$ cat src/rtl/mult_dispatch.sv
// mult_dispatch: operand FIFO plus one-job-at-a-time issue/capture wrapper
// around a start/done shift-add multiplier, exposing valid/ready on both sides.
//
// Handshake semantics (both streaming ports): a transfer happens on a rising
// clk edge where valid && ready are both 1; valid, once raised, and its data
// stay stable until that edge; ready never depends combinationally on valid.
//
// Optional feature: define MULT_DISPATCH_ZERO_SKIP_EN to bypass the multiplier
// for jobs with a zero operand (result 0, no mul_start issued).
module mult_dispatch #(
  parameter int WIDTH = 16,
  parameter int DEPTH = 4
) (
  input  logic                   clk,
  input  logic                   rst,
  input  logic                   in_valid,
  output logic                   in_ready,
  input  logic [WIDTH-1:0]       in_a,
  input  logic [WIDTH-1:0]       in_b,
  output logic                   mul_start,
  output logic [WIDTH-1:0]       mul_a,
  output logic [WIDTH-1:0]       mul_b,
  input  logic [2*WIDTH-1:0]     mul_product,
  input  logic                   mul_done,
  output logic                   out_valid,
  input  logic                   out_ready,
  output logic [2*WIDTH-1:0]     out_product,
  output logic                   busy,
  output logic [$clog2(DEPTH):0] count,
  output logic [2:0]             dbg_state
);

  localparam int AW = $clog2(DEPTH);
  localparam int CW = AW + 1;

  typedef enum logic [2:0] {
    IDLE   = 3'd0,
    ISSUE  = 3'd1,
    WAIT   = 3'd2,
    SETTLE = 3'd3,
    HOLD   = 3'd4
  } state_t;

  state_t           state;
  logic             done_q;
  logic [AW-1:0]    wr_ptr;
  logic [AW-1:0]    rd_ptr;
  logic [WIDTH-1:0] mem_a [DEPTH];
  logic [WIDTH-1:0] mem_b [DEPTH];
  logic [WIDTH-1:0] head_a;
  logic [WIDTH-1:0] head_b;
  logic             head_zero;
  logic             push;
  logic             pop;

  assign in_ready  = (count != CW'(DEPTH));
  assign push      = in_valid && in_ready;
  // The FIFO is only drained by IDLE, one job at a time.
  assign pop       = (state == IDLE) && (count != '0);
  assign head_a    = mem_a[rd_ptr];
  assign head_b    = mem_b[rd_ptr];
  assign busy      = (state != IDLE);
  assign dbg_state = state;

`ifdef MULT_DISPATCH_ZERO_SKIP_EN
  assign head_zero = (head_a == '0) || (head_b == '0);
`else
  assign head_zero = 1'b0;
`endif

  // Operand storage: written on push, no reset needed (guarded by count).
  always_ff @(posedge clk) begin
    if (push) begin
      mem_a[wr_ptr] <= in_a;
      mem_b[wr_ptr] <= in_b;
    end
  end

  // FIFO pointers and occupancy; pointers wrap naturally since DEPTH is 2^AW.
  always_ff @(posedge clk or negedge rst) begin
    if (!rst) begin
      wr_ptr <= '0;
      rd_ptr <= '0;
      count  <= '0;
    end else begin
      if (push) wr_ptr <= wr_ptr + AW'(1);
      if (pop)  rd_ptr <= rd_ptr + AW'(1);
      case ({push, pop})
        2'b10:   count <= count + CW'(1);
        2'b01:   count <= count - CW'(1);
        default: count <= count;
      endcase
    end
  end

  // Issue/capture FSM with registered start pulse, operands and result.
  always_ff @(posedge clk or negedge rst) begin
    if (!rst) begin
      state       <= IDLE;
      done_q      <= 1'b0;
      mul_start   <= 1'b0;
      mul_a       <= '0;
      mul_b       <= '0;
      out_valid   <= 1'b0;
      out_product <= '0;
    end else begin
      // Registered every cycle so a done level left over from the previous
      // job is never mistaken for a fresh completion.
      done_q    <= mul_done;
      mul_start <= 1'b0;
      case (state)
        IDLE: begin
          if (count != '0) begin
            if (head_zero) begin
              out_product <= '0;
              out_valid   <= 1'b1;
              state       <= HOLD;
            end else begin
              mul_a     <= head_a;
              mul_b     <= head_b;
              mul_start <= 1'b1;
              state     <= ISSUE;
            end
          end
        end
        ISSUE: state <= WAIT;
        WAIT: begin
          if (mul_done && !done_q) state <= SETTLE;
        end
        SETTLE: begin
          out_product <= mul_product;
          out_valid   <= 1'b1;
          state       <= HOLD;
        end
        HOLD: begin
          if (out_ready) begin
            out_valid <= 1'b0;
            state     <= IDLE;
          end
        end
        default: state <= IDLE;
      endcase
    end
  end

endmodule
$ cat config.mk
export PLATFORM = sky130hd
export DESIGN_NAME = mult_dispatch
export DESIGN_NICKNAME = d
export VERILOG_FILES = /design/src/rtl/mult_dispatch.sv
export SDC_FILE = /design/constraint.sdc
export NUM_CORES = 1
export LEC_CHECK = 0
export CAP_MARGIN = 15
export CORE_MARGIN = 8
export CORE_UTILIZATION = 49
export CTS_BUF_LIST = sky130_fd_sc_hd__clkbuf_4 sky130_fd_sc_hd__clkbuf_8
export CTS_CLUSTER_SIZE = 8
export DETAILED_ROUTE_END_ITERATION = 7
export PLACE_DENSITY_LB_ADDON = 0.15
export SYNTH_ARGS = -nofsm -noshare
export SYNTH_HDL_FRONTEND = slang
export SYNTH_SLANG_ARGS = --single-unit
$ cat constraint.sdc
create_clock -name clk -period 2.2 [get_ports clk]
set_clock_uncertainty 0.1 [all_clocks]
set_input_delay 0.33 -clock clk [delete_from_list [all_inputs] [get_ports clk]]
set_output_delay 0.33 -clock clk [all_outputs]
set_load 0.01 [all_outputs]
==> results.toml, run 1 <==
[place]
place_area_mm2 = 0.009629
place.port_buffers = 142
globalplace.congestion = 0.7509
dp_hpwl_um = 9436

[worst_setup_path]
crit_family = "buffers and inverters"
path_class = "reg2out"
end_kind = "output port"
cp.required_ns = 1.77
critPathLaunch = "count[1]"
crit_path_end = "in_ready"
cp_slowest_cell = "or3b_4"
r2r_slack_ns = 0.11
rr_worst_depth = 9
worstReg2RegStart = "count[1]"
cp-start-kind = "flip-flop"
slowest_delay_ns = 0.40
crit_arrival_ns = 1.69
cp.depth = 3
cp_max_fo = 5
critPathBufInv = 2
regToRegEndpoint = "count[2]"
cp_cell_sequence = "or3b_4 > buf_4 > dlygate4sd2_1"

[timing]
final_hold_viol_count = 0
tightestPinTransition_ns = 0.4324
setup_violations = 0
drv_slew = 0
holdWs_ns = 0.2393
max_clock_freq_mhz = 470.9
fin_crit_sh_pct = 96.53
maxSlewHeadroom_pct = 71.17
rsz0062_at_grt = "no"
period_needed_ns = 2.124

[global_route]
met3_usage_pct = 4.973
use_met1_pct = 19.04
grt_pass1_vias = 4301
top_usage_layer = "met2"
antenna_found_initial = 0
grt_max_degree = 52
track_usage_pct = 15.33
grt_pass1_wl_um = 23580
met2_usage_pct = 24.91
overflow = 0

[detailed_routing]
avgRoutedWirePerCell_um = 19.24
wirelength_um = 15080
drc_errors = 0
firstDrtPassIters = 4
vias_per_cell = 5.078
drt_iter0_markers = 174
vias = 3981
ant_nets = 0

[logic_synthesis]
synth_edf_count = 128
syn_area_per_cell_um2 = 21.63
synth_top_family_by_area = "multiplexers"
async_flop_share_pct = 37.56
synthesis.nets = 434
synth_compound_area_share_pct = 0.1772
muxShareOfSynthArea_pct = 20.19
yosys_warnings = 0
synthSimpleGateAreaFrac_pct = 1.853
synth_cell_types = 31
synth-xor-area-share_pct = 0.7896
yosys.area_share.adder_pct = 1.063
seq_area_frac_synth_pct = 74.32
synthCells = 359
synth_flop_cell = "edfxtp_1"
syn_area_mm2 = 0.007765
yosys_register_bits = 205

[layout]
layout_commonest_cell = "clkdlybuf4s50_1"
area_delta_synth_final_pct = 33.24
layout_common_cells = "clkdlybuf4s50_1, edfxtp_1, dfrtp_1, clkbuf_8, mux2_2"
antenna_cells = 0
drive_above_1_share_pct = 33.98
nets = 619
fin_area_mm2 = 0.01035

[floorplan]
die-area_mm2 = 0.02013
ios = 143
start_util_pct = 49.42
fp.dieH_um = 141.9
die_w_um = 141.9
rows = 46
coreArea_mm2 = 0.01571

[pwr]
power_switching_w = 0.004281
comb_power_share_pct = 39.5
power_density_mw_per_mm2 = 1472
vdd_drop_max_mv = 0.7952
seq_power_share_pct = 38.6
swShare_pct = 28.10
power_leakage_nw = 3.886
intPower_w = 0.01095
clockPowerShare_pct = 21.9

[job]
maxCapViolations = 0

[cts]
cts.sinks = 205
htreeDepth = 2
path_clk_slew_ns = 0.06
cts_buffers = 34
clockRootBuffer = "clkbuf_8"
clock_latency_ns = 0.50
clockBufferDepth = 3
cts_tree = "yes"

[worst_hold_path]
min_path_type = "in2reg"

[outcome]
outcome = "complete, no violations"
==> power by group through the flow <==
stage / registers [W] / clock network, W / logic [W]
global route: 0.00601 / 0.00361 / 0.00647
floorplan: 0.00624 / 0 / 0.00327
detailed placement: 0.00596 / 0 / 0.00616
CTS: 0.00590 / 0.00345 / 0.00616
global placement: 0.00590 / 0 / 0.00607
finish: 0.00588 / 0.00333 / 0.00602
==> synth_stat cells (all sizes together) (2+ instances only) <==
master,n,area (um^2)
xor2,4,35.03
dfrtp,77,1927
edfxtp,128,3844
nor3,2,15.01
mux2,65,837.1
inv,6,22.52
nor2,5,35.03
and3,4,25.02
ha,5,62.56
buf,11,91.33
nand2,3,11.26
mux4,32,720.7
xnor2,3,26.28
clkbuf,3,11.26
==> layer usage <==
metal  share of wire [%]  vias to the layer above
met1                  42                     2043
met3                 7.6                       29
li1                    -                     1770
met5                   0                        -
met2                  48                      139
met4                 1.9                        0
==> repair_timing <==
item,in CTS,in global routing
setup buffers,0,0
setup endpoints to repair,2,1
gates resized for setup,2,2
endpoints found under the hold margin,26,0
pin swaps,0,2
hold buffers,1,0
cloned,0,0
==> area by class of cell <==
type                       count  area (um^2)
sequential                   205         5776
fill                        1102         5366
multi-input combinational    134         1894
timing repair buffer         163         1677
clock buffer                  57        690.7
tap                          216        270.3
inverter                       6        22.52
clock inverter                 3        16.27
==> logic make-up (layout without fill, tap and decap cells) <==
logic type / after synthesis / in the layout
compound gates: 2 / 2
xor+xnor: 7 / 7
fa+ha+maj: 6 / 6
buf+inv: 20 / 229
flops: 205 / 205
mux: 98 / 98
simple gates: 21 / 21
==> how the worst min path moves through the flow <==
| stage | startpoint | end | cells after the start |
|---|---|---|---|
| after floorplan | rst | count[0] | 0 |
| after global placement | rst | mul_a[7] | 1 |
| after detailed placement | rst | mul_a[1] | 1 |
| after CTS | mul_done | done_q | 1 |
| after global routing | mul_done | done_q | 1 |
| final | mul_done | done_q | 1 |
==> per-stage QoR <==
stage	utilization (%)	std cells	total power, W	TNS, ns	setup WS, ns
2_1_floorplan	-	359	0.009507	-0.07819	-0.07819
3_3_place_gp	61.28	723	0.01197	0	0.05098
3_5_place_dp	61.28	723	0.01213	0	0.02608
4_1_cts	65.83	784	0.01552	0	0.03220
5_1_grt	65.85	784	0.01610	0	0.0007971
6_report	65.85	784	0.01523	0	0.07628
==> sequential cells by signal (all words and copies together) (netlist names) <==
| register | cells |
|---|---|
| count | 3 |
| dbg_state | 3 |
| done_q | 1 |
| mem_a | 64 |
| mem_b | 64 |
| mul_a | 16 |
| mul_b | 16 |
| mul_start | 1 |
| out_product | 32 |
| out_valid | 1 |
| rd_ptr | 2 |
| wr_ptr | 2 |
Power figures use the tool's default switching activity.
==> inputs of run 2 (changes only) <==
--- a/config.mk
+++ b/config.mk
@@ -5,6 +5,7 @@
 export SDC_FILE = /design/constraint.sdc
 export NUM_CORES = 1
 export LEC_CHECK = 0
+export ABC_CLOCK_PERIOD_IN_PS = 2200
 export CAP_MARGIN = 15
 export CORE_MARGIN = 8
 export CORE_UTILIZATION = 49
==> results of run 2 <==
The final DEF is identical to that of run 1; final timing and power are the same.
==> inputs of run 3 (changes only) <==
--- a/config.mk
+++ b/config.mk
@@ -5,13 +5,13 @@
 export SDC_FILE = /design/constraint.sdc
 export NUM_CORES = 1
 export LEC_CHECK = 0
-export ABC_CLOCK_PERIOD_IN_PS = 2200
 export CAP_MARGIN = 15
 export CORE_MARGIN = 8
 export CORE_UTILIZATION = 49
 export CTS_BUF_LIST = sky130_fd_sc_hd__clkbuf_4 sky130_fd_sc_hd__clkbuf_8
 export CTS_CLUSTER_SIZE = 8
 export DETAILED_ROUTE_END_ITERATION = 7
+export GPL_ROUTABILITY_DRIVEN = 0
 export PLACE_DENSITY_LB_ADDON = 0.15
 export SYNTH_ARGS = -nofsm -noshare
 export SYNTH_HDL_FRONTEND = slang
==> results of run 3 <==
The final DEF is identical to that of run 1; final timing and power are the same.
